===== config.mk =====
export PLATFORM = sky130hd
export DESIGN_NAME = vote_session_collector
export DESIGN_NICKNAME = d
export VERILOG_FILES = /design/src/rtl/vote_session_collector.sv
export SDC_FILE = /design/constraint.sdc
export NUM_CORES = 1
export LEC_CHECK = 0
export BUFFER_PORTS_ARGS = -buffer_cell sky130_fd_sc_hd__clkbuf_2
export CAP_MARGIN = 25
export CORE_AREA = 10 10 112 104
export CTS_CLUSTER_DIAMETER = 80
export CTS_CLUSTER_SIZE = 24
export DETAILED_ROUTE_END_ITERATION = 7
export DIE_AREA = 0 0 122 114
export PLACE_DENSITY = 0.5
export SLEW_MARGIN = 20
export SYNTH_ARGS = -nofsm -noshare
export SYNTH_HDL_FRONTEND = slang
export SYNTH_SLANG_ARGS = --single-unit

===== constraint.sdc =====
create_clock -name clk -period 3.2 [get_ports clk]
set_input_delay 0.48 -clock clk [delete_from_list [all_inputs] [get_ports clk]]
set_output_delay 0.48 -clock clk [all_outputs]
set_load 0.01 [all_outputs]

===== src/rtl/vote_session_collector.sv =====
// Ballot session collector: opens a session, takes one vote per voter over a
// valid/ready handshake, rejects bad votes, closes and resolves the outcome.
module vote_session_collector #(
  parameter int N_VOTERS = 15,
  parameter int ID_W     = 4,
  parameter int CNT_W    = 4
) (
  input  logic             clk,
  input  logic             rst,
  input  logic             open_i,
  input  logic             chair_i,
  input  logic             close_i,
  input  logic             vote_valid_i,
  output logic             vote_ready_o,
  input  logic [ID_W-1:0]  vote_id_i,
  input  logic [1:0]       vote_val_i,
  output logic [CNT_W-1:0] yes_cnt_o,
  output logic [CNT_W-1:0] no_cnt_o,
  output logic [CNT_W-1:0] abs_cnt_o,
  output logic             result_o,
  output logic             result_valid_o,
  output logic             err_o,
  output logic [1:0]       err_code_o,
  output logic [1:0]       state_o
);

  // Handshake: a vote transfers on any rising edge where vote_valid_i and
  // vote_ready_o are both high; vote_ready_o depends only on the state.
  typedef enum logic [1:0] {S_IDLE, S_COLLECT, S_DECIDE, S_DONE} state_t;

  state_t             r_state;
  state_t             w_next_state;
  logic [N_VOTERS:1]  r_voted;
  logic [CNT_W-1:0]   r_yes, r_no, r_abs, r_acc_cnt;
  logic               r_chair, r_result, r_err;
  logic [1:0]         r_err_code;

  logic               w_open, w_hs, w_bad_id, w_illegal, w_dup, w_reject, w_accept, w_last;
  logic [1:0]         w_code;

  assign w_open    = open_i && (r_state == S_IDLE || r_state == S_DONE);
  assign w_hs      = vote_valid_i && (r_state == S_COLLECT);
  assign w_bad_id  = (vote_id_i == '0) || (vote_id_i > ID_W'(N_VOTERS));
  assign w_illegal = (vote_val_i == 2'b11);

  always_comb begin
    w_dup = 1'b0;
    for (int i = 1; i <= N_VOTERS; i++) begin
      if (vote_id_i == ID_W'(i) && r_voted[i]) w_dup = 1'b1;
    end
  end

  assign w_reject = w_bad_id || w_illegal || w_dup;
  assign w_accept = w_hs && !w_reject;
  assign w_code   = w_bad_id ? 2'b01 : (w_illegal ? 2'b11 : 2'b10);
  assign w_last   = w_accept && (r_acc_cnt == CNT_W'(N_VOTERS - 1));

  always_ff @(posedge clk) begin
    if (rst) r_state <= S_IDLE;
    else     r_state <= w_next_state;
  end

  always_comb begin
    w_next_state = r_state;
    case (r_state)
      S_IDLE:    if (w_open) w_next_state = S_COLLECT;
      S_COLLECT: if (close_i || w_last) w_next_state = S_DECIDE;
      S_DECIDE:  w_next_state = S_DONE;
      S_DONE:    if (w_open) w_next_state = S_COLLECT;
      default:   w_next_state = S_IDLE;
    endcase
  end

  always_comb begin
    vote_ready_o   = (r_state == S_COLLECT);
    result_valid_o = (r_state == S_DONE);
    state_o        = r_state;
  end

  always_ff @(posedge clk) begin
    if (rst) begin
      r_voted    <= '0;
      r_yes      <= '0;
      r_no       <= '0;
      r_abs      <= '0;
      r_acc_cnt  <= '0;
      r_chair    <= 1'b0;
      r_result   <= 1'b0;
      r_err      <= 1'b0;
      r_err_code <= 2'b00;
    end else begin
      r_err <= 1'b0;
      if (w_open) begin
        r_voted    <= '0;
        r_yes      <= '0;
        r_no       <= '0;
        r_abs      <= '0;
        r_acc_cnt  <= '0;
        r_err_code <= 2'b00;
        r_chair    <= chair_i;
      end
      if (w_hs && w_reject) begin
        r_err      <= 1'b1;
        r_err_code <= w_code;
      end
      if (w_accept) begin
        r_voted[vote_id_i] <= 1'b1;
        r_acc_cnt          <= r_acc_cnt + CNT_W'(1);
        case (vote_val_i)
          2'b01:   r_yes <= r_yes + CNT_W'(1);
          2'b00:   r_no  <= r_no + CNT_W'(1);
          default: r_abs <= r_abs + CNT_W'(1);
        endcase
      end
      // Ties, including an empty session, fall to the chair bit.
      if (r_state == S_DECIDE) begin
        if (r_yes > r_no)      r_result <= 1'b1;
        else if (r_yes < r_no) r_result <= 1'b0;
        else                   r_result <= r_chair;
      end
    end
  end

  assign yes_cnt_o  = r_yes;
  assign no_cnt_o   = r_no;
  assign abs_cnt_o  = r_abs;
  assign result_o   = r_result;
  assign err_o      = r_err;
  assign err_code_o = r_err_code;

endmodule


==> results.txt, run 1 <==
Place WS - 0.3463 ns
final hold violation count - 0
Pleak - 0.0009260 uW
iteration count of the initial detailed-routing pass - 4
HP Class - in2reg
Die Footprint - 13910 sq um
Num Clock Sinks - 38
Req. time, crit path - 3.38 ns
ys flop type - dfxtp_1
Worst slew margin - 40.34%
CP max-delay cell - or4_1
Worst EP arrival - 2.75 ns
mean post-synth cell area - 8.337 sq um
DR vias/cell - 4.909
Worst-path clk slew - 0.07 ns
Core Region - 9402 sq um
Iteration-0 DRC Markers - 148
hold_sp - chair_i
ratio of cells with drive above 1 in the final layout - 17.53%
Layout Skew - 0.004378 ns
Post-Syn Instances - 270
Die W - 122 um
Tmin final - 2.576 ns
reg2reg setup slack - 0.64 ns
CTS H-tree depth - 2
I/O Buffers - 31
CTS Buf Count - 5
Tot GR Track Use - 8.382%
critical path class - in2reg
Crit. End Element - flip-flop
max-slew violation count - 0
Async SR Flop Fraction - 0%
GP Congestion - 0.7670
cts hold-fix bufs - 0
clk_lat worst skew - 0.29 ns
initial antenna violation count - 0
Setup-failing EPs final - 0
RR Endpoint - state_o[0]
Max clock buf depth - 2
Hold Crit Depth - 3
Total Routed Length - 5892 um
GR Overflow Total - 0
Area Growth Syn to Fin - 15.62%
Root Buffer - clkbuf_8
Worst Tran Pin Value - 0.8949 ns
I/O pin cnt - 32
final period utilization - 80.50%
number of flops mapped to enable cells by yosys - 0
CP Cell Sequence - clkbuf_2 > mux2_4 > a311o_1 > or4_1 > nor3_1 > mux2_2
Netlist cell types - 43
# diodes - 0
sum of negative setup slack - 0 ns
routed length per instance - 14.13 um
Post-DRT Antenna Nets - 0
maximum clock frequency - 0.3882 GHz
sink of the worst hold path - r_chair
WP buf/inv - 1
Setup crit start - vote_id_i[0]
drt drc - 0
Nets - 317
Post-DP HPWL - 4268 um
CP max stage delay - 0.70 ns
vias in the first global route - 1833
vias - 2047
Post-Synthesis Cell Area - 2251 sq um
Final WS setup - 0.6239 ns
Max Cap Viol - 0
Critical Path Source Type - primary input
largest net degree at the start of global routing - 47
Rows - 34
die height - 114 um
sequential-to-total area share from yosys stat - 33.80%
pwr/cell area - 454.5 nW/um^2
Initial Util - 23.94%
status - finished clean
Post-CTS Setup Bufs - 0
Worst R2R Start - r_voted[2]
Ys Warns - 0
TritonCTS clock tree - built
first-pass GRT wire length - 9639 um
Critical Path Fanout Max - 12
peak supply drop - 0.0003071 V
Top delay family on crit path - simple AND/OR/NAND/NOR gates
RSZ-0062 raised after global routing - no
final total power - 1183 uW
R2R depth - 5
Post-Syn Nets - 295
post_cts resized - 0
post-synthesis register bit count - 38
where the power goes:
group | internal, uW | total, uW | switching [uW] | leakage (uW)
combinational | 115 | 331 | 217 | 0.000576
clock | 166 | 328 | 162 | 0.0000431
sequential | 497 | 524 | 26.8 | 0.000307
total | 778 | 1180 | 405 | 0.000926
sequential cells by signal, summed over array words and instances, names as in the netlist:
register    cells
r_chair         1
abs_cnt_o       4
err_o           1
r_acc_cnt       4
result_o        1
err_code_o      2
r_voted        15
no_cnt_o        4
yes_cnt_o       4
state_o         2
tightest hold or removal path, cell delays in order:
cell and delay (ns):
clkbuf_2 0.08, nand2_1 0.05, a21oi_1 0.05
worst max path at each step:
| stage | to | slack, ns | cells after the start |
|---|---|---|---|
| after CTS | state_o[0] | 0.65 | 6 |
| after global routing | no_cnt_o[3] | 0.52 | 6 |
| after detailed placement | state_o[0] | 0.35 | 6 |
| after floorplan | state_o[0] | 0.66 | 6 |
| after global placement | state_o[0] | 0.38 | 6 |
| final | state_o[0] | 0.62 | 6 |
layout make-up:
cell class | count | area [sq um]
Tap cell | 126 | 157.7
Timing Repair Buffer | 37 | 200.2
Multi-Input combinational cell | 203 | 1375
Inverter | 7 | 26.28
Clock buffer | 6 | 82.58
Fill cell | 1023 | 6799
Sequential cell | 38 | 760.7
per-stage QoR:
stage | area, sq um | cells | hold slack (ns) | util, %
floorplan | 2251 | 270 | 0.4271 | -
global placement | 2520 | 411 | 0.4370 | 26.80
detailed placement | 2520 | 411 | 0.4420 | 26.80
CTS | 2603 | 417 | 0.4013 | 27.68
global route | 2603 | 417 | 0.4078 | 27.68
finish | 2603 | 417 | 0.4161 | 27.68
cells by family after synthesis:
kind of cell	synth area share (%)
and+or+nand+nor	32.02
muxes	4.891
xor gates and xnor gates	0.3892
DFF	33.80
AOI/OAI and AO/OA	16.56
adders and majority gates	7.226
buffers and inverters	5.114
cell usage in the layout (no fill, tap or decap), types with 3 or more instances in the layout:
master / instances
nand2_1: 25
nand4b_1: 9
mux2_2: 4
clkbuf_8: 6
nor3b_1: 5
nand3b_1: 4
nand2b_1: 5
mux2i_1: 5
a21o_1: 3
inv_1: 7
nor3_1: 4
nand3_1: 13
o211ai_1: 10
nor2b_1: 8
or4_1: 9
and3_1: 4
nand4_1: 14
a21oi_1: 24
and2_1: 3
ha_1: 13
or3_1: 3
nor2_1: 8
clkbuf_2: 31
a31oi_1: 7
buf_4: 6
dfxtp_1: 38
per-layer routing:
| layer | global-route usage (%) | routed length [um] |
|---|---|---|
| met5 | 0 | 0 |
| met4 | 2.145 | 54 |
| met3 | 2.964 | 363 |
| met2 | 11.26 | 2444 |
| met1 | 12.15 | 3030 |
synth_stat cells (2+ instances only):
master	n	area share [%]
a31oi_1	7	1.9
a21o_1	3	1.0
inv_1	7	1.2
ha_1	13	7.2
or3_1	3	0.83
nand4b_1	9	3.5
o21a_1	2	0.67
nand3b_1	4	1.3
dfxtp_1	38	34
nor2_1	8	1.3
nand2b_1	5	1.4
nand2_1	25	4.2
and3_1	4	1.1
buf_2	5	1.1
nor2b_1	8	2.2
nor3b_1	5	1.7
nor4_2	2	1.1
mux2_2	4	2.0
mux2i_1	5	2.2
clkbuf_1	17	2.8
or4_1	9	3.0
a211oi_1	2	0.67
a21oi_1	24	5.3
and2_1	3	0.83
o211ai_1	10	3.3
nor3_1	4	0.89
nor4_1	2	0.56
o21ai_0	2	0.44
nand3_1	13	2.9
nand4_1	14	3.9
Power figures use the tool's default switching activity.
==> run 2, diff against run 1 <==
--- a/config.mk
+++ b/config.mk
@@ -12,7 +12,7 @@
 export CTS_CLUSTER_SIZE = 24
 export DETAILED_ROUTE_END_ITERATION = 7
 export DIE_AREA = 0 0 122 114
-export PLACE_DENSITY = 0.5
+export PLACE_DENSITY = 0.52
 export SLEW_MARGIN = 20
 export SYNTH_ARGS = -nofsm -noshare
 export SYNTH_HDL_FRONTEND = slang
==> constraint.sdc (replaced) <==
create_clock -name clk -period 2.3 [get_ports clk]
set_input_delay 0.345 -clock clk [delete_from_list [all_inputs] [get_ports clk]]
set_output_delay 0.345 -clock clk [all_outputs]
set_load 0.01 [all_outputs]
==> run 2 against run 1 <==
Against the previous run:
- clock skew rose by 0.0077 ns
- sequential power rose by 36%
- die area did not move
- global-route usage rose by 0.76 points
- non-clock buffer count rose by 28
- sequential share of layout area fell by 3.0 points
- largest power group is now the clock network
==> results.txt, run 2 (synthesis results as in run 1) <==
Iteration-0 DRC Markers - 122
GR Overflow Total - 0
Crit. End Element - flip-flop
RSZ-0062 raised after global routing - no
Worst EP arrival - 2.39 ns
# diodes - 0
fillers - 1005
most flop-heavy register - r_voted
Post-CTS Setup Bufs - 0
commonest non-fill, non-tap cell in the layout - dfxtp_1
initial antenna violation count - 0
worst hold slack - 0.2714 ns
CP Cell Sequence - inv_1 > ha_2 > nand2_1 > or3_1 > or4_4 > or4_1 > a31oi_1
Worst Tran Pin Value - 0.7222 ns
iteration count of the initial detailed-routing pass - 6
Root Buffer - clkbuf_8
reg2reg setup slack - 0.14 ns
I/O Buffers - 31
first-pass GRT wire length - 10430 um
Int Pwr - 1395 uW
Place WS - -0.1463 ns
critical path class - reg2reg
Tot GR Track Use - 9.138%
final total power - 2022 uW
clk_lat worst skew - 0.30 ns
status - finished clean
Rows - 34
clock share of power - 35.5%
Max clock buf depth - 2
pwr/cell area - 696.9 nW/um^2
Critical Path Source Type - flip-flop
vias in the first global route - 2088
Area after DPL - 2751 sq um
Req. time, crit path - 2.54 ns
vias - 2206
DR vias/cell - 4.935
post_cts resized - 0
max reg flops - 15
Area Growth Syn to Fin - 28.90%
Util after Layout - 30.86%
Max Cap Viol - 0
Setup-failing EPs final - 0
GP Congestion - 0.8126
cts hold-fix bufs - 0
maximum clock frequency - 0.4634 GHz
Num Clock Sinks - 38
Final WS setup - 0.1421 ns
Pleak - 0.001101 uW
peak supply drop - 0.0002962 V
ratio of cells with drive above 1 in the final layout - 26.79%
Post-DRT Antenna Nets - 0
CP max-delay cell - or4_4
CP max stage delay - 0.48 ns
most frequent cells in the layout - dfxtp_1, buf_4, clkbuf_2, nand2_1, a21oi_1
Worst slew margin - 51.41%
I/O pin cnt - 32
Die Footprint - 13910 sq um
die height - 114 um
TritonCTS clock tree - built
sequential share of power - 35.3%
switching part of the total power - 31.01%
routed length per instance - 14.26 um
Nets - 345
Comb power frac - 29.2%
Critical Path Fanout Max - 6
Layout Skew - 0.01206 ns
Core Region - 9402 sq um
CTS H-tree depth - 2
Total Routed Length - 6374 um
Tmin final - 2.158 ns
largest net degree at the start of global routing - 34
final hold violation count - 0
CTS Buf Count - 5
Post-DP HPWL - 4651 um
Initial Util - 23.94%
HP Class - in2reg
Worst-path clk slew - 0.09 ns
Die W - 122 um
final period utilization - 93.82%
Design Area, Final - 2902 sq um
Sw Pwr - 627.1 uW
max-slew violation count - 0
drt drc - 0
==> run 2: layer usage <==
layer | GRT usage [%] | vias up | share of wire [%]
li1 | - | 1111 | -
met1 | 12.51 | 1057 | 53
met2 | 13.63 | 33 | 43
met3 | 2.125 | 5 | 2.9
met4 | 3.177 | 0 | 1.2
met5 | 0 | - | 0
==> run 2: final cells by class <==
type                    count  area, sq um  share of cell area, %
clock buffers               6        82.58                  2.846
clock inverters             2        60.06                  2.070
inverters                   7        26.28                 0.9056
multi-input cells         203         1390                  47.91
flip-flops and latches     38        762.0                  26.26
well taps                 126        157.7                  5.433
repair buffers             65        422.9                  14.58
==> run 2: critical path: cells and delay by family, from the launching register on <==
family	cells	cell delay, ns
adders and majority gates	1	0.18
buffers and inverters	1	0.07
DFF	1	0.32
AOI/OAI and AO/OA	1	0.16
and+or+nand+nor	4	1.37
==> run 2: power groups by stage <==
stage / registers (uW) / clock network, uW / logic, uW
3_3_place_gp: 729 / 0 / 590
2_1_floorplan: 748 / 0 / 321
5_1_grt: 718 / 763 / 663
6_report: 714 / 717 / 591
3_5_place_dp: 729 / 0 / 587
4_1_cts: 714 / 737 / 591
==> run 2: path summary, 6_finish.rpt <==
check,start,endpoint,cells after the start
worst min-delay path,chair_i,r_chair,3
worst min register to register,r_voted[8],r_voted[8],2
worst max-delay path,state_o[1],no_cnt_o[3],7
worst max register to register,state_o[1],no_cnt_o[3],7
==> run 2: through the flow <==
step / TNS, ns / instances
after floorplan: 0 / 270
after detailed placement: -0.8058 / 439
after global placement: -0.7247 / 439
final: 0 / 447
after global routing: 0 / 447
after CTS: 0 / 447
==> run 3, diff against run 2 <==
--- a/config.mk
+++ b/config.mk
@@ -8,11 +8,14 @@
 export BUFFER_PORTS_ARGS = -buffer_cell sky130_fd_sc_hd__clkbuf_2
 export CAP_MARGIN = 25
 export CORE_AREA = 10 10 112 104
+export CTS_BUF_LIST = sky130_fd_sc_hd__clkbuf_8
 export CTS_CLUSTER_DIAMETER = 80
 export CTS_CLUSTER_SIZE = 24
 export DETAILED_ROUTE_END_ITERATION = 7
 export DIE_AREA = 0 0 122 114
 export PLACE_DENSITY = 0.52
+export RECOVER_POWER = 100
+export SETUP_SLACK_MARGIN = 0.15
 export SLEW_MARGIN = 20
 export SYNTH_ARGS = -nofsm -noshare
 export SYNTH_HDL_FRONTEND = slang
==> run 3 against run 2 <==
Against the previous run:
- hold slack better by 0.0078 ns
- via count grew 0.45%
- fmax decreased by 0.35%
- sequential cell count did not move
- sequential share of layout area increased by 0.052 points
- power shrank 10%
- highest routed layer unchanged
- critical path type unchanged
- setup slack got worse by 0.0076 ns
- critical endpoint is now no_cnt_o[2]
- final area is 0.13% higher
==> results.txt, run 3 (synthesis results as in run 1) <==
final total power - 1813 uW
Tmin final - 2.165 ns
I/O Buffers - 31
largest net degree at the start of global routing - 32
peak supply drop - 0.0003276 V
Total Routed Length - 6547 um
Post-DP HPWL - 4715 um
HP Class - in2reg
Tot GR Track Use - 9.057%
vias in the first global route - 2040
Worst slew margin - 51.36%
Crit. End Element - flip-flop
die height - 114 um
Worst Tran Pin Value - 0.7296 ns
vias - 2216
GP Congestion - 0.7892
worst hold slack - 0.2792 ns
most frequent cells in the layout - dfxtp_1, buf_4, nand2_1, a21oi_1, clkbuf_1
Nets - 346
Worst-path clk slew - 0.07 ns
cts hold-fix bufs - 0
Max Cap Viol - 0
Rows - 34
Iteration-0 DRC Markers - 165
Pleak - 0.001019 uW
maximum clock frequency - 0.4618 GHz
Cell Count Post-Placement - 436
final period utilization - 94.15%
Initial Util - 23.94%
CTS H-tree depth - 2
fillers - 1014
pwr/cell area - 624.1 nW/um^2
Num Clock Sinks - 38
Die Footprint - 13910 sq um
routed length per instance - 14.65 um
Post-DRT Antenna Nets - 0
critical path class - reg2reg
ratio of cells with drive above 1 in the final layout - 21.50%
Critical Path Source Type - flip-flop
RSZ-0062 raised after global routing - yes
most flop-heavy register - r_voted
Setup-failing EPs final - 0
Root Buffer - clkbuf_8
status - finished clean
initial antenna violation count - 0
fin cells - 447
Die W - 122 um
Core Region - 9402 sq um
TritonCTS clock tree - built
final hold violation count - 0
DR vias/cell - 4.957
GR Overflow Total - 0
CTS Buf Count - 5
drt drc - 0
Req. time, crit path - 2.52 ns
# diodes - 0
Max clock buf depth - 2
Worst EP arrival - 2.38 ns
I/O pin cnt - 32
iteration count of the initial detailed-routing pass - 4
max reg flops - 15
Critical Path Fanout Max - 7
first-pass GRT wire length - 10430 um
Layout Skew - 0.004718 ns
max-slew violation count - 0
Area Growth Syn to Fin - 29.07%
clk_lat worst skew - 0.29 ns
Util after Layout - 30.90%
commonest non-fill, non-tap cell in the layout - dfxtp_1
==> run 3: changes by cell type in the layout (fill, tap and decap cells not counted), moves of 2 or more <==
cell / delta
buf_4: -8
or4_4: +3
mux2_2: -2
clkbuf_2: -20
buf_6: +4
clkbuf_1: +23
or4_1: -2
bufinv_16: -2
mux2_1: +2
nor4_4: +2
clkinv_2: +2
==> run 3: worst paths after layout <==
| path | from | to | slack, ns | depth (start not counted) |
|---|---|---|---|---|
| max | r_voted[3] | no_cnt_o[2] | 0.13 | 5 |
| min | chair_i | r_chair | 0.28 | 3 |
| max reg2reg | r_voted[3] | no_cnt_o[2] | 0.13 | 5 |
| min reg2reg | r_voted[11] | r_voted[11] | 0.45 | 2 |
==> run 3: worst max-delay path, stage by stage, from the launching register on <==
cell and delay (ns):
dfxtp_1 0.31, mux2_1 0.31, a311o_1 0.35, or4_4 0.59, or4_1 0.41, a31oi_1 0.13
==> run 3: layer usage <==
metal  global-route usage, %  vias up  wire (um)
li1                        -     1114          -
met1                   12.31     1054       3269
met2                   13.99       43       2996
met3                   1.482        5        209
met4                   3.336        0         72
met5                       0        -          0
==> run 3: final cells by class <==
type,instances,area (sq um),share of cell area (%)
repair buffers,65,401.6,13.82
multi-input cells,204,1474,50.73
clock inverters,2,10.01,0.3445
well taps,126,157.7,5.426
clock buffers,5,68.82,2.369
inverters,7,28.78,0.9905
flip-flops and latches,38,764.5,26.31
==> run 3: metrics by stage <==
stage               cell area (sq um)  setup slack, ns  TNS [ns]
floorplan                        2311          0.06168         0
global placement                 2769          -0.1100   -0.3393
detailed placement               2769         -0.07766   -0.6212
CTS                              2860           0.1709         0
global route                     2905          0.06068         0
finish                           2905           0.1345         0
==> run 3: what timing repair did <==
action / 4_1_cts / 5_1_grt
gates resized for setup: 2 / 19
endpoints found under the setup margin: 9 / 28
buffers inserted: 0 / 2
pin swaps: 2 / 3
gates cloned: 0 / 2
==> run 3: power breakdown <==
group	total (uW)	leakage, uW	switching (uW)	internal, uW
clock	441	0.0000438	237	204
sequential	722	0.000307	27.4	695
combinational	650	0.000667	378	272
total	1810	0.00102	642	1170
